--- config.mk ---
export PLATFORM = sky130hd
export DESIGN_NAME = meb_lsu
export DESIGN_NICKNAME = d
export VERILOG_FILES = /design/src/rtl/meb_lsu_pkg.sv /design/src/rtl/meb_lsu_lane.sv /design/src/rtl/meb_lsu.sv
export SDC_FILE = /design/constraint.sdc
export NUM_CORES = 1
export LEC_CHECK = 0
export CAP_MARGIN = 10
export CORE_ASPECT_RATIO = 1.75
export CORE_UTILIZATION = 47
export DETAILED_ROUTE_END_ITERATION = 12
export MAX_ROUTING_LAYER = met4
export PLACE_DENSITY_LB_ADDON = 0.05
export SLEW_MARGIN = 30
export SYNTH_ARGS = -nofsm -noshare
export SYNTH_HDL_FRONTEND = slang
export SYNTH_SLANG_ARGS = --single-unit
--- constraint.sdc ---
create_clock -name clk -period 8 [get_ports clk]
set_input_delay 0.8 -clock clk [delete_from_list [all_inputs] [get_ports clk]]
set_output_delay 0.8 -clock clk [all_outputs]
set_load 0.02 [all_outputs]
--- src/rtl/meb_lsu_pkg.sv ---
// meb_lsu shared definitions: op codes, FSM states, byte-lane selects, op decode.
package meb_lsu_pkg;

  localparam logic [7:0] OP_LB  = 8'hE0;
  localparam logic [7:0] OP_LH  = 8'hE1;
  localparam logic [7:0] OP_LW  = 8'hE3;
  localparam logic [7:0] OP_LBU = 8'hE4;
  localparam logic [7:0] OP_LHU = 8'hE5;
  localparam logic [7:0] OP_SB  = 8'hE8;
  localparam logic [7:0] OP_SH  = 8'hE9;
  localparam logic [7:0] OP_SW  = 8'hEB;
  localparam logic [7:0] OP_LL  = 8'hF0;
  localparam logic [7:0] OP_SC  = 8'hF8;

  typedef enum logic [1:0] {
    LsuIdle  = 2'd0,
    LsuWait  = 2'd1,
    LsuDone  = 2'd2,
    LsuDrain = 2'd3
  } lsu_state_e;

  // Big-endian lane selects: byte address 0 lives in bits 31:24.
  localparam logic [3:0] ByteSel0 = 4'b1000;
  localparam logic [3:0] ByteSel1 = 4'b0100;
  localparam logic [3:0] ByteSel2 = 4'b0010;
  localparam logic [3:0] ByteSel3 = 4'b0001;
  localparam logic [3:0] HalfSel0 = 4'b1100;
  localparam logic [3:0] HalfSel1 = 4'b0011;
  localparam logic [3:0] WordSel  = 4'b1111;

  typedef enum logic [1:0] {
    SzByte = 2'd0,
    SzHalf = 2'd1,
    SzWord = 2'd2
  } lsu_size_e;

  typedef struct packed {
    logic      is_load;
    logic      is_store;
    logic      sgn;
    lsu_size_e size;
    logic      is_ll;
    logic      is_sc;
  } op_dec_t;

  function automatic op_dec_t lsu_decode(input logic [7:0] op);
    op_dec_t d;
    d = '0;
    case (op)
      OP_LB:  begin d.is_load = 1'b1; d.sgn = 1'b1; d.size = SzByte; end
      OP_LBU: begin d.is_load = 1'b1; d.size = SzByte; end
      OP_LH:  begin d.is_load = 1'b1; d.sgn = 1'b1; d.size = SzHalf; end
      OP_LHU: begin d.is_load = 1'b1; d.size = SzHalf; end
      OP_LW:  begin d.is_load = 1'b1; d.size = SzWord; end
      OP_LL:  begin d.is_load = 1'b1; d.size = SzWord; d.is_ll = 1'b1; end
      OP_SB:  begin d.is_store = 1'b1; d.size = SzByte; end
      OP_SH:  begin d.is_store = 1'b1; d.size = SzHalf; end
      OP_SW:  begin d.is_store = 1'b1; d.size = SzWord; end
      OP_SC:  begin d.is_store = 1'b1; d.size = SzWord; d.is_sc = 1'b1; end
      default: ;
    endcase
    return d;
  endfunction

endpackage

--- src/rtl/meb_lsu_lane.sv ---
// Byte-lane steering: bus_sel, store-data replication, load extraction/extension.
module meb_lsu_lane
  import meb_lsu_pkg::*;
(
  input  lsu_size_e   size,
  input  logic        sgn,
  input  logic [1:0]  addr_lo,
  input  logic [31:0] sdata,
  input  logic [31:0] rdata,
  output logic [3:0]  sel,
  output logic [31:0] wdata,
  output logic [31:0] ldata,
  output logic        misalign
);

  logic [7:0]  byte_v;
  logic [15:0] half_v;

  // Lane select / replicate / extract for the given size and low address bits.
  always_comb begin
    sel      = WordSel;
    wdata    = sdata;
    ldata    = rdata;
    misalign = |addr_lo;
    byte_v   = rdata[31:24];
    half_v   = rdata[31:16];
    case (size)
      SzByte: begin
        misalign = 1'b0;
        wdata    = {4{sdata[7:0]}};
        case (addr_lo)
          2'b00:   begin sel = ByteSel0; byte_v = rdata[31:24]; end
          2'b01:   begin sel = ByteSel1; byte_v = rdata[23:16]; end
          2'b10:   begin sel = ByteSel2; byte_v = rdata[15:8];  end
          default: begin sel = ByteSel3; byte_v = rdata[7:0];   end
        endcase
        ldata = {{24{sgn & byte_v[7]}}, byte_v};
      end
      SzHalf: begin
        misalign = addr_lo[0];
        wdata    = {2{sdata[15:0]}};
        if (addr_lo[1]) begin
          sel    = HalfSel1;
          half_v = rdata[15:0];
        end else begin
          sel    = HalfSel0;
          half_v = rdata[31:16];
        end
        ldata = {{16{sgn & half_v[15]}}, half_v};
      end
      default: ;
    endcase
  end

endmodule

--- src/rtl/meb_lsu.sv ---
// MIPS32 memory-access stage: req/ack data bus, alignment, LL/SC, write-back mux.
module meb_lsu
  import meb_lsu_pkg::*;
#(
  parameter int TIMEOUT = 255
) (
  input  logic        clk,
  input  logic        rst,
  input  logic [7:0]  mem_aluop,
  input  logic [31:0] mem_addr,
  input  logic [31:0] mem_sdata,
  input  logic [4:0]  mem_w_add,
  input  logic        mem_w_reg,
  input  logic [31:0] mem_w_data,
  input  logic        flush,
  output logic        bus_req,
  output logic        bus_we,
  output logic [31:0] bus_addr,
  output logic [3:0]  bus_sel,
  output logic [31:0] bus_wdata,
  input  logic [31:0] bus_rdata,
  input  logic        bus_ack,
  input  logic        bus_err,
  output logic        stallreq,
  output logic [4:0]  meb_w_add,
  output logic        meb_w_reg,
  output logic [31:0] meb_w_data,
  output logic        excp_adel,
  output logic        excp_ades,
  output logic        excp_dbe
);

  lsu_state_e state_q, state_d;
  op_dec_t    dec_in;
  logic       is_mem;

  // Transaction context latched at issue; EX/MEM is stalled, but keep our own copy.
  logic       ld_q, sc_q, ll_q, sgn_q;
  lsu_size_e  size_q;
  logic [1:0] alo_q;
  logic [4:0] wadd_q;
  logic       wreg_q;
  logic [31:0] rdata_q;
  logic       err_q;
  logic       llbit_q;
  logic [7:0] tmo_q;

  logic       start, tmo_hit, bus_end;
  lsu_size_e  lane_size;
  logic       lane_sgn;
  logic [1:0] lane_alo;
  logic [3:0] lane_sel;
  logic [31:0] lane_wdata, lane_ldata;
  logic       lane_mis;

  assign dec_in = lsu_decode(mem_aluop);
  assign is_mem = dec_in.is_load | dec_in.is_store;

  // One lane unit: in IDLE it steers the incoming op, otherwise it extracts for DONE.
  assign lane_size = (state_q == LsuIdle) ? dec_in.size    : size_q;
  assign lane_sgn  = (state_q == LsuIdle) ? dec_in.sgn     : sgn_q;
  assign lane_alo  = (state_q == LsuIdle) ? mem_addr[1:0]  : alo_q;

  meb_lsu_lane u_lane (
    .size     (lane_size),
    .sgn      (lane_sgn),
    .addr_lo  (lane_alo),
    .sdata    (mem_sdata),
    .rdata    (rdata_q),
    .sel      (lane_sel),
    .wdata    (lane_wdata),
    .ldata    (lane_ldata),
    .misalign (lane_mis)
  );

  // Forced error fires on the TIMEOUT-th WAIT cycle; counter saturates at 8'hFF.
  assign tmo_hit = (state_q == LsuWait || state_q == LsuDrain) &&
                   ((int'(tmo_q) + 1) >= TIMEOUT);
  assign bus_end = bus_ack | bus_err | tmo_hit;

  // Next-state and combinational write-back / stall / exception outputs.
  always_comb begin
    state_d    = state_q;
    start      = 1'b0;
    stallreq   = 1'b0;
    meb_w_add  = 5'd0;
    meb_w_reg  = 1'b0;
    meb_w_data = 32'd0;
    excp_adel  = 1'b0;
    excp_ades  = 1'b0;
    excp_dbe   = 1'b0;
    if (!rst) begin
      state_d = LsuIdle;
    end else begin
      case (state_q)
        LsuIdle: begin
          if (flush) begin
            state_d = LsuIdle;
          end else if (!is_mem) begin
            meb_w_add  = mem_w_add;
            meb_w_reg  = mem_w_reg;
            meb_w_data = mem_w_data;
          end else if (lane_mis) begin
            excp_adel = ~dec_in.is_store;
            excp_ades = dec_in.is_store;
          end else if (dec_in.is_sc && !llbit_q) begin
            // Failed SC: no bus traffic, rt <= 0 immediately.
            meb_w_add  = mem_w_add;
            meb_w_reg  = 1'b1;
            meb_w_data = 32'd0;
          end else begin
            start    = 1'b1;
            stallreq = 1'b1;
            state_d  = LsuWait;
          end
        end
        LsuWait: begin
          stallreq = 1'b1;
          // A flush that coincides with the bus response has nothing left to drain.
          if (flush)        state_d = bus_end ? LsuIdle : LsuDrain;
          else if (bus_end) state_d = LsuDone;
        end
        LsuDone: begin
          state_d = LsuIdle;
          if (!flush) begin
            meb_w_add = wadd_q;
            if (err_q) begin
              excp_dbe = 1'b1;
            end else if (sc_q) begin
              meb_w_reg  = 1'b1;
              meb_w_data = 32'd1;
            end else if (ld_q) begin
              meb_w_reg  = wreg_q;
              meb_w_data = lane_ldata;
            end
          end
        end
        default: begin
          stallreq = 1'b1;
          if (bus_end) state_d = LsuIdle;
        end
      endcase
    end
  end

  // State, bus request registers, captured data, timeout counter and llbit.
  always_ff @(posedge clk) begin
    if (!rst) begin
      state_q   <= LsuIdle;
      bus_req   <= 1'b0;
      bus_we    <= 1'b0;
      bus_addr  <= 32'd0;
      bus_sel   <= 4'd0;
      bus_wdata <= 32'd0;
      ld_q      <= 1'b0;
      sc_q      <= 1'b0;
      ll_q      <= 1'b0;
      sgn_q     <= 1'b0;
      size_q    <= SzByte;
      alo_q     <= 2'd0;
      wadd_q    <= 5'd0;
      wreg_q    <= 1'b0;
      rdata_q   <= 32'd0;
      err_q     <= 1'b0;
      llbit_q   <= 1'b0;
      tmo_q     <= 8'd0;
    end else begin
      state_q <= state_d;
      if (start) begin
        bus_req   <= 1'b1;
        bus_we    <= dec_in.is_store;
        bus_addr  <= {mem_addr[31:2], 2'b00};
        bus_sel   <= lane_sel;
        bus_wdata <= lane_wdata;
        ld_q      <= dec_in.is_load;
        sc_q      <= dec_in.is_sc;
        ll_q      <= dec_in.is_ll;
        sgn_q     <= dec_in.sgn;
        size_q    <= dec_in.size;
        alo_q     <= mem_addr[1:0];
        wadd_q    <= mem_w_add;
        wreg_q    <= mem_w_reg;
        err_q     <= 1'b0;
        tmo_q     <= 8'd0;
      end else if (state_q == LsuWait || state_q == LsuDrain) begin
        if (tmo_q != 8'hFF) tmo_q <= tmo_q + 8'd1;
        if (bus_end) bus_req <= 1'b0;
        if (state_q == LsuWait) begin
          // err beats ack; ack beats a timeout landing on the same cycle
          if (bus_err || (tmo_hit && !bus_ack)) err_q <= 1'b1;
          if (bus_ack && !bus_err)              rdata_q <= bus_rdata;
        end
      end
      if (flush)                                       llbit_q <= 1'b0;
      else if (start && dec_in.is_sc)                  llbit_q <= 1'b0;
      else if (state_q == LsuDone && ll_q && !err_q)   llbit_q <= 1'b1;
    end
  end

endmodule

; ---- Yosys cells after proc, flatten, opt, wreduce, memory -nomap -nowiden
; Index checks and enable logic that the tools add are counted.
[totals]
n_memories = 0
ramBits = 0
output_inout_bits = 112
ff_bits = 126
mem_bits_ro = 0
latch_bits = 0
word_cells = 160
[classes]
n_eq_ne = 21
addsub = 2
bitwise_logic = 8
div = 0
multipliers = 0
shift = 0
order_cmp = 1
mux = 78
n_reduce_logical = 32
[op_table]
columns = cell, count
row1 = $mux W32, 7
row2 = $pmux W32 S2, 3
row3 = $eq A8 B8 Y1 const B, 10
row4 = $mux W1, 39
row5 = $mux W16, 2
row6 = $mux W5, 6
row7 = $pmux W8 S3, 1
row8 = $mux W2, 10
row9 = $ne A3 B3 Y1 const B, 4
row10 = $pmux W4 S3, 1
row11 = $pmux W5 S2, 1
row12 = $add A8 B1 Y9 const B, 1
row13 = $ge A9 B8 Y1 const B, 1
row14 = $add A8 B1 Y8 const B, 1
row15 = $mux W8, 1
row16 = $ne A8 B8 Y1 const B, 1
row17 = $pmux W4 S2, 1
row18 = $reduce_or A4 Y1, 2
row19 = $logic_and A1 B1 Y1, 7
row20 = $eq A2 B1 Y1 const B, 3
row21 = $eq A2 B2 Y1 const B, 3
row22 = $logic_not A2 Y1, 3
row23 = $pmux W1 S2, 3
row24 = $pmux W2 S3, 1
row25 = 16 further kinds, 30

; ---- Logic depth before layout (Yosys ltp)
; Gate-level depths: netlist of the first run.
[depth]
word_depth = 14
depth_mapped = 12

; ---- Modules after synthesis
; A second synthesis of the first run with hierarchy kept.
[hier_totals]
hier_cells = 907
hier_area_um2 = 7066.8
[modules_own_cells]
columns = mod, area_each_um2, cells_per_inst, n_inst
row1 = meb_lsu, 5825.6, 738, 1
row2 = meb_lsu_lane, 1241.2, 169, 1

; ---- Worst setup path after synthesis of the first run
; No wires, ideal clock.
[synth_timing]
kind = input to output
from = input port mem_aluop[0]
to = output port meb_w_data[0]
n_path_buf = 2
arrival_ns = 2.802
t_required_ns = 7.200
cell_stages = 8
setup_slack_ns = 4.398
path_cell_list = buf_2 > nor3b_1 > o211ai_1 > and2_1 > clkbuf_1 > nand2_1 > a2111oi_0 > o32ai_1
[synth_via]
elab_chain_len = 12
word_cells_on_any_way = 30
classes_between = eq/ne: 11 / mux: 13 / bitwise: 1 / reduce/logical: 5
[synth_lines]
columns = item, line_no
row1 = start: declaration, meb_lsu.sv:9  ; input logic [7:0] mem_aluop,
row2 = $eq A8 B8 Y1, meb_lsu_pkg.sv:49  ; case (op)
row3 = $reduce_or A4 Y1 (no source line) / $reduce_or A3 Y1 (equally long branches), --
row4 = $pmux W2 S2, meb_lsu_pkg.sv:49
row5 = $mux W2, meb_lsu.sv:60  ; assign lane_size = (state_q == LsuIdle) ? dec_in.size : size_q;
row6 = $eq A2 B1 Y1 / $logic_not A2 Y1 (equally long branches), meb_lsu_lane.sv:27  ; case (size)
row7 = $pmux W32 S2, meb_lsu_lane.sv:27
row8 = $mux W32, meb_lsu.sv:132  ; end else if (ld_q) begin
row9 = $mux W32, meb_lsu.sv:129  ; end else if (sc_q) begin
row10 = $mux W32, meb_lsu.sv:127  ; if (err_q) begin
row11 = $mux W32, meb_lsu.sv:125  ; if (!flush) begin
row12 = $pmux W32 S2 (*), meb_lsu.sv:95  ; case (state_q)
row13 = $mux W32 (*), meb_lsu.sv:92  ; if (!rst) begin
row14 = end: declaration, meb_lsu.sv:27  ; output logic [31:0] meb_w_data,
; Every way passes the cells marked *; elsewhere a longest branch is shown, timed or not.

; ---- Worst setup path in the final report of the first run
; Same ends and word-level chain as after synthesis.

==> results of run 1 <==
[registers in the layout, indices dropped and copies added, names as in the netlist]
register,count
llbit_q,1
sgn_q,1
wreg_q,1
err_q,1
ld_q,1
bus_addr,30
sc_q,1
bus_sel,4
tmo_q,8
rdata_q,32
size_q,2
alo_q,2
wadd_q,5
bus_we,1
bus_req,1
ll_q,1
state_q,2
bus_wdata,32
[worst paths after layout]
path | start | end | slack, ns
worst max-delay path | mem_aluop[0] | meb_w_data[0] | 2.57
worst min-delay path | bus_wdata[24] | bus_wdata[24] | 0.45
worst max register to register | state_q[0] | bus_wdata[11] | 4.79
worst min register to register | bus_wdata[24] | bus_wdata[24] | 0.45
[power groups by stage]
stage / sequential, mW / clock, mW / combinational [mW]
global placement: 0.664 / 0 / 0.269
finish: 0.652 / 0.768 / 0.280
floorplan: 0.668 / 0 / 0.132
detailed placement: 0.666 / 0 / 0.274
global route: 0.654 / 0.805 / 0.300
CTS: 0.652 / 0.775 / 0.278
[metrics by stage]
| stage | total power, mW | std cells | worst slack (ns) | utilization | area, µm² |
|---|---|---|---|---|---|
| 2_1_floorplan | 0.800 | 755 | 4.40 | - | 6180 |
| 6_report | 1.70 | 1163 | 2.57 | 0.730 | 9390 |
| 3_5_place_dp | 0.940 | 1131 | 2.57 | 0.684 | 8800 |
| 5_1_grt | 1.76 | 1163 | 2.32 | 0.730 | 9390 |
| 3_3_place_gp | 0.933 | 1130 | 2.66 | 0.681 | 8760 |
| 4_1_cts | 1.70 | 1163 | 2.57 | 0.730 | 9390 |
[worst reg2reg max path, cell delays in order (launching register included)]
cell and delay, ns:
dfxtp_1 0.39, inv_1 0.09, ha_1 0.45, o211ai_1 0.32, and2_2 0.79, nand2_1 0.57, mux2i_1 0.24, a211oi_1 0.27
[metal layers]
metal,vias up,share of wire,global-route usage
met5,-,0,-
met4,0,0.035,0.144
met3,49,0.067,0.0623
met2,309,0.53,0.565
met1,3088,0.36,0.329
li1,3156,-,-
[layout make-up]
cell class / count / area [µm²]
clock buffers: 20 / 457
well taps: 171 / 214
flip-flops and latches: 126 / 2520
multi-input cells: 561 / 3390
clock inverters: 12 / 136
repair buffers: 263 / 2630
inverters: 10 / 37.5
fillers: 1025 / 3480
[cell usage in the layout, fill, tap and decap left out, types with 3 or more instances in the layout]
| cell | count |
|---|---|
| clkdlybuf4s50_1 | 255 |
| clkinv_4 | 4 |
| nand2_1 | 123 |
| xor2_1 | 6 |
| a221o_1 | 7 |
| nand4_1 | 7 |
| a211oi_1 | 11 |
| o211ai_1 | 4 |
| mux2_2 | 4 |
| a21oi_1 | 23 |
| and3_1 | 5 |
| nor2b_1 | 5 |
| or3_1 | 3 |
| o21ai_0 | 80 |
| and2_1 | 5 |
| clkbuf_16 | 17 |
| o21ai_2 | 10 |
| mux2i_1 | 26 |
| dfxtp_1 | 126 |
| a22oi_1 | 5 |
| nand3_1 | 38 |
| nor3_1 | 5 |
| ha_1 | 6 |
| a22o_1 | 48 |
| o221ai_1 | 6 |
| buf_4 | 6 |
| inv_1 | 10 |
| nor2_1 | 74 |
| a311oi_1 | 9 |
| a41oi_1 | 3 |
| clkinvlp_4 | 3 |
[logic make-up (layout without fill, tap and decap cells)]
logic type | count (synthesis) | count (layout)
buf+inv | 68 | 305
fa+ha+maj | 6 | 6
xor+xnor | 8 | 8
flops | 126 | 126
simple gates | 284 | 284
other cells | 1 | 2
compound gates | 229 | 229
mux | 32 | 32
==> metrics.md, run 1 <==
| Metric | Value |
|---|---|
| Hold Crit Class | reg2reg |
| Antenna viol nets, final | 0 |
| Overall die height | 154 µm |
| GRT Total Usage | 0.318 |
| Critical path depth | 8 |
| Async SR Flop Fraction | 0 |
| Net Switching | 0.445 mW |
| Top_reg_cell synth | dfxtp_1 |
| Share of the synthesized area in the top cell type | 0.409 |
| CP Class | in2out |
| Pins Over Slew Limit | 0 |
| Worst Setup End Kind | output pin |
| Worst EP required | 7.20 ns |
| Rel. slew slack | 0.426 |
| Compound-Gate Fraction of Synth Area | 0.259 |
| Commonest cells in the netlist | dfxtp_1 (126), nand2_1 (123), o21ai_0 (80) |
| Initial antenna violation count | 0 |
| PD cells | 181 nW/µm² |
| Top-count cell post-synth | dfxtp_1 |
| CTS tree | done |
| Synth Instances | 754 |
| Sequential fraction of the synthesis area | 0.409 |
| 1st-iter DRT viols | 297 |
| Layout cells sized above 1 | 0.0675 |
| Pleak | 3.52 nW |
| Combinational Power Share | 0.165 |
| Setup violators final | 0 |
| WHS | 0.453 ns |
| Switching Fraction | 0.261 |
| Vias in the first global route | 6533 |
| Crit-path max FO | 50 |
| Setup bufs post-CTS | 0 |
| Cell family with most CP delay | simple AND/OR/NAND/NOR gates |
| Number of port buffers | 256 |
| Drc violations | 0 |
| Yosys cell types | 60 |
| Root Driver | clkbuf_16 |
| Reg clk slew, reported paths | 0.05 ns |
| First-pass GRT wire length | 32700 µm |
| Initial core utilization | 0.480 |
| Final hold violations | 0 |
| Most frequent CP cell | clkdlybuf4s50_1 |
| Syn Area/Cell | 8.19 µm² |
| Largest stage delay on the critical path | 0.79 ns |
| Via Count | 6602 |
| Final Cycle Share | 0.679 |
| Pin count of the biggest net entering global routing | 77 |
| Status | finished, final reports clean |
| Hold depth | 2 |
| Minimum clock period | 5.43 ns |
| Reg power frac | 0.384 |
| Site row count | 55 |
| Post-synthesis mux area share | 0.0567 |
| Post-CTS Hold Fix Bufs | 0 |
| Total congestion overflow | 0 |
| #FFs+latches synth | 126 |
| XOR/XNOR share of the synthesized area | 0.0113 |
| CP bufs+invs | 2 |
| Crit path DAT | 4.63 ns |
| H-tree depth | 4 |
| Highest clock rate | 184 MHz |
| Synthesized cell area | 6170 µm² |
| Largest family of logic cells by synthesized area | compound AO/OA/AOI/OAI gates |
| Clock Sinks | 126 |
| Slowest-stage cell, CP | and2_2 |
| Synth Area in Simple Gates | 0.202 |
| Die Wd | 88.6 µm |
| Post-DP HPWL | 15300 µm |
| Drt pass-1 iters | 5 |
| Routed WL | 21000 µm |
| Synth top area cells | dfxtp_1 (41%), nand2_1 (7.5%), a22o_1 (6.8%) |
| Worst skew pair latency | 0.41 ns |
| Max clock buf depth | 2 |
| Vias per cell | 5.68 |
| Peak VDD IR | 127 µV |
| Cts bufs inserted | 17 |
| Ports | 259 |
| Crit path cell chain | clkdlybuf4s50_1 -> nor3b_1 -> o211ai_1 -> and2_2 -> nand2_1 -> a2111oi_0 -> o32ai_1 -> clkdlybuf4s50_1 |
| Placer congestion estimate | 0.916 |
| Layout area overhead | 52.1% |
| CTS resizes | 0 |
| Core area | 12900 µm² |
| RSZ-0062 raised after global routing | false |
| Sum Neg Setup Slack | 0 ns |
| # diodes | 0 |
| Synth area leader | dfxtp_1 |
| Worst Max-Slew Pin Slew | 0.861 ns |
| Die area | 13600 µm² |
| Routed length per instance | 18.0 µm |
| Post-synth EDFFs | 0 |
| Int Pwr | 1.26 mW |
| Clock power frac | 0.452 |
| # Max-Cap Violations | 0 |
| R2R cell count | 7 |
| Setup Skew | 0.0111 ns |
| Syn. warnings | 0 |
| Nets | 1132 |
| Post-synthesis adder-cell area fraction | 0.0122 |
| Startpoint Class | primary input |
Note: power is estimated with default switching activity, not from simulation.
==> run 2, diff against run 1 <==
--- a/config.mk
+++ b/config.mk
@@ -7,7 +7,7 @@
 export LEC_CHECK = 0
 export CAP_MARGIN = 10
 export CORE_ASPECT_RATIO = 1.75
-export CORE_UTILIZATION = 47
+export CORE_UTILIZATION = 43
 export DETAILED_ROUTE_END_ITERATION = 12
 export MAX_ROUTING_LAYER = met4
 export PLACE_DENSITY_LB_ADDON = 0.05
==> constraint.sdc (replaced) <==
create_clock -name clk -period 5 [get_ports clk]
set_input_delay 0.5 -clock clk [delete_from_list [all_inputs] [get_ports clk]]
set_output_delay 0.5 -clock clk [all_outputs]
set_load 0.02 [all_outputs]
==> run 2 against run 1 <==
First-iteration DRC count grew 15%. Setup slack worse by 2.1 ns. Critical path depth is 1 higher. Critical endpoint is now meb_w_data[20].
==> metrics.md, run 2 (same netlist as run 1, synthesis figures left out) <==
| Metric | Value |
|---|---|
| Peak VDD IR | 206 µV |
| Rel. slew slack | 0.388 |
| Site row count | 57 |
| Die Wd | 92.6 µm |
| Final Cycle Share | 0.897 |
| Commonest non-fill, non-tap cell in the layout | clkdlybuf4s50_1 |
| Pins Over Slew Limit | 0 |
| RR Endpoint | bus_wdata[18] |
| Slowest-stage cell, CP | mux2i_4 |
| R2R cell count | 9 |
| GRT Total Usage | 0.295 |
| Hold depth | 2 |
| Sum Neg Setup Slack | 0 ns |
| Highest clock rate | 223 MHz |
| Vias per cell | 5.62 |
| PD cells | 284 nW/µm² |
| Pleak | 3.51 nW |
| First-pass GRT wire length | 33100 µm |
| # placed instances | 1141 |
| Setup Skew | 0.0109 ns |
| Setup violators final | 0 |
| Initial core utilization | 0.442 |
| Crit path DAT | 3.98 ns |
| Pin count of the biggest net entering global routing | 73 |
| 1st-iter DRT viols | 342 |
| Vias in the first global route | 6450 |
| Hold Crit Class | reg2reg |
| Worst Setup End Kind | output pin |
| Source of the worst register-to-register timing path | state_q[0] |
| Startpoint Class | register |
| Layout cells sized above 1 | 0.0713 |
| RSZ-0062 raised after global routing | false |
| Status | finished, final reports clean |
| Drt pass-1 iters | 7 |
| CP Class | reg2out |
| Placer congestion estimate | 0.972 |
| Core area | 14000 µm² |
| Worst Hold Path EP | bus_sel[2] |
| R2R setup slack | 2.00 ns |
| Worst skew pair latency | 0.42 ns |
| Post-Place Cell Area | 8830 µm² |
| Largest stage delay on the critical path | 0.61 ns |
| Largest regs | bus_wdata: 32 flops, rdata_q: 32 flops, bus_addr: 30 flops |
| H-tree depth | 4 |
| Nets | 1136 |
| Crit-path max FO | 16 |
| WHS | 0.455 ns |
| CTS tree | done |
| Initial antenna violation count | 1 |
| Reg clk slew, reported paths | 0.06 ns |
| Crit path cell chain | inv_1 -> ha_1 -> mux2i_4 -> mux4_2 -> nand4_1 -> or2_1 -> a31o_4 -> o21ai_0 -> clkdlybuf4s50_1 |
| Ports | 259 |
| Root Driver | clkbuf_16 |
| Fin cells | 1174 |
| Routed WL | 21300 µm |
| Minimum clock period | 4.48 ns |
| Number of port buffers | 256 |
| Worst EP required | 4.50 ns |
| Worst Max-Slew Pin Slew | 0.918 ns |
| Clock Sinks | 126 |
| Antenna viol nets, final | 0 |
| Via Count | 6601 |
| Post-CTS Hold Fix Bufs | 0 |
| Hold path start | bus_sel[2] |
| Max clock buf depth | 2 |
| Die area | 14900 µm² |
| Post-DP HPWL | 16000 µm |
| Total congestion overflow | 0 |
| Drc violations | 0 |
| Fin area | 9390 µm² |
| CTS resizes | 0 |
| Setup bufs post-CTS | 0 |
| Layout area overhead | 52.1% |
| Cts bufs inserted | 17 |
| # Max-Cap Violations | 0 |
| Final hold violations | 0 |
| Overall die height | 161 µm |
| Routed length per instance | 18.2 µm |
| Most frequent cells in the layout | clkdlybuf4s50_1 (255), dfxtp_1 (126), nand2_1 (123), o21ai_0 (80), nor2_1 (74) |
-- run 2: cell types whose count changed in the layout (fill, tap and decap cells not counted) --
cell / delta
clkinvlp_4: +3
inv_6: +3
buf_12: +1
inv_8: +1
clkinv_2: -1
buf_4: +4
diode_2: +1
clkinv_4: -3
buf_16: -1
bufinv_16: -1
clkbuf_8: -2
-- run 2: metal layers --
layer / vias to the layer above / wire length, µm / track usage
met3: 54 / 1420 / 0.0658
met5: - / 0 / -
li1: 3168 / - / -
met2: 291 / 11200 / 0.516
met1: 3088 / 7900 / 0.307
met4: 0 / 765 / 0.144
-- run 2: power breakdown --
part	switching, mW	total [mW]	internal [mW]
Clock	0.486	1.18	0.692
Sequential	0.0195	1.04	1.02
Combinational	0.223	0.447	0.224
Total	0.728	2.67	1.94
-- run 2: worst max path at each step --
stage | cells past startpoint | from | to | slack [ns]
final | 9 | state_q[0] | meb_w_data[20] | 0.52
after global placement | 8 | mem_aluop[3] | meb_w_data[16] | 0.87
after floorplan | 8 | mem_aluop[0] | meb_w_data[0] | 2.00
after detailed placement | 8 | mem_aluop[3] | meb_w_data[17] | 0.77
after global routing | 10 | state_q[1] | meb_w_data[15] | 0.27
after CTS | 9 | state_q[0] | meb_w_data[17] | 0.54
-- run 2: worst max-delay path, delay by kind of cell (launching register included) --
kind	cells	cell delay, ns
AOI/OAI and AO/OA	2	0.52
adders and majority gates	1	0.39
buffers and inverters	2	0.64
DFF	1	0.34
muxes	2	1.18
and+or+nand+nor	2	0.47
-- run 2: final cells by class --
cell class	instances	area [µm²]
antenna	1	2.50
clock buffer	18	429
clock inverter	14	135
fill	1199	4580
inverter	10	37.5
multi-input combinational	561	3390
sequential	126	2520
tap	177	221
timing repair buffer	267	2650
-- run 2: through the flow --
stage,utilization,setup WS [ns],power (mW)
floorplan,-,2.00,1.28
global placement,0.631,0.874,1.50
detailed placement,0.631,0.773,1.51
CTS,0.672,0.542,2.68
global route,0.672,0.265,2.77
finish,0.672,0.517,2.67
==> run 3, diff against run 2 <==
--- a/config.mk
+++ b/config.mk
@@ -9,6 +9,7 @@
 export CORE_ASPECT_RATIO = 1.75
 export CORE_UTILIZATION = 43
 export DETAILED_ROUTE_END_ITERATION = 12
+export HOLD_SLACK_MARGIN = 0.1
 export MAX_ROUTING_LAYER = met4
 export PLACE_DENSITY_LB_ADDON = 0.05
 export SLEW_MARGIN = 30
==> results of run 3 <==
No change in the layout: final DEF, timing and power equal those of run 2.
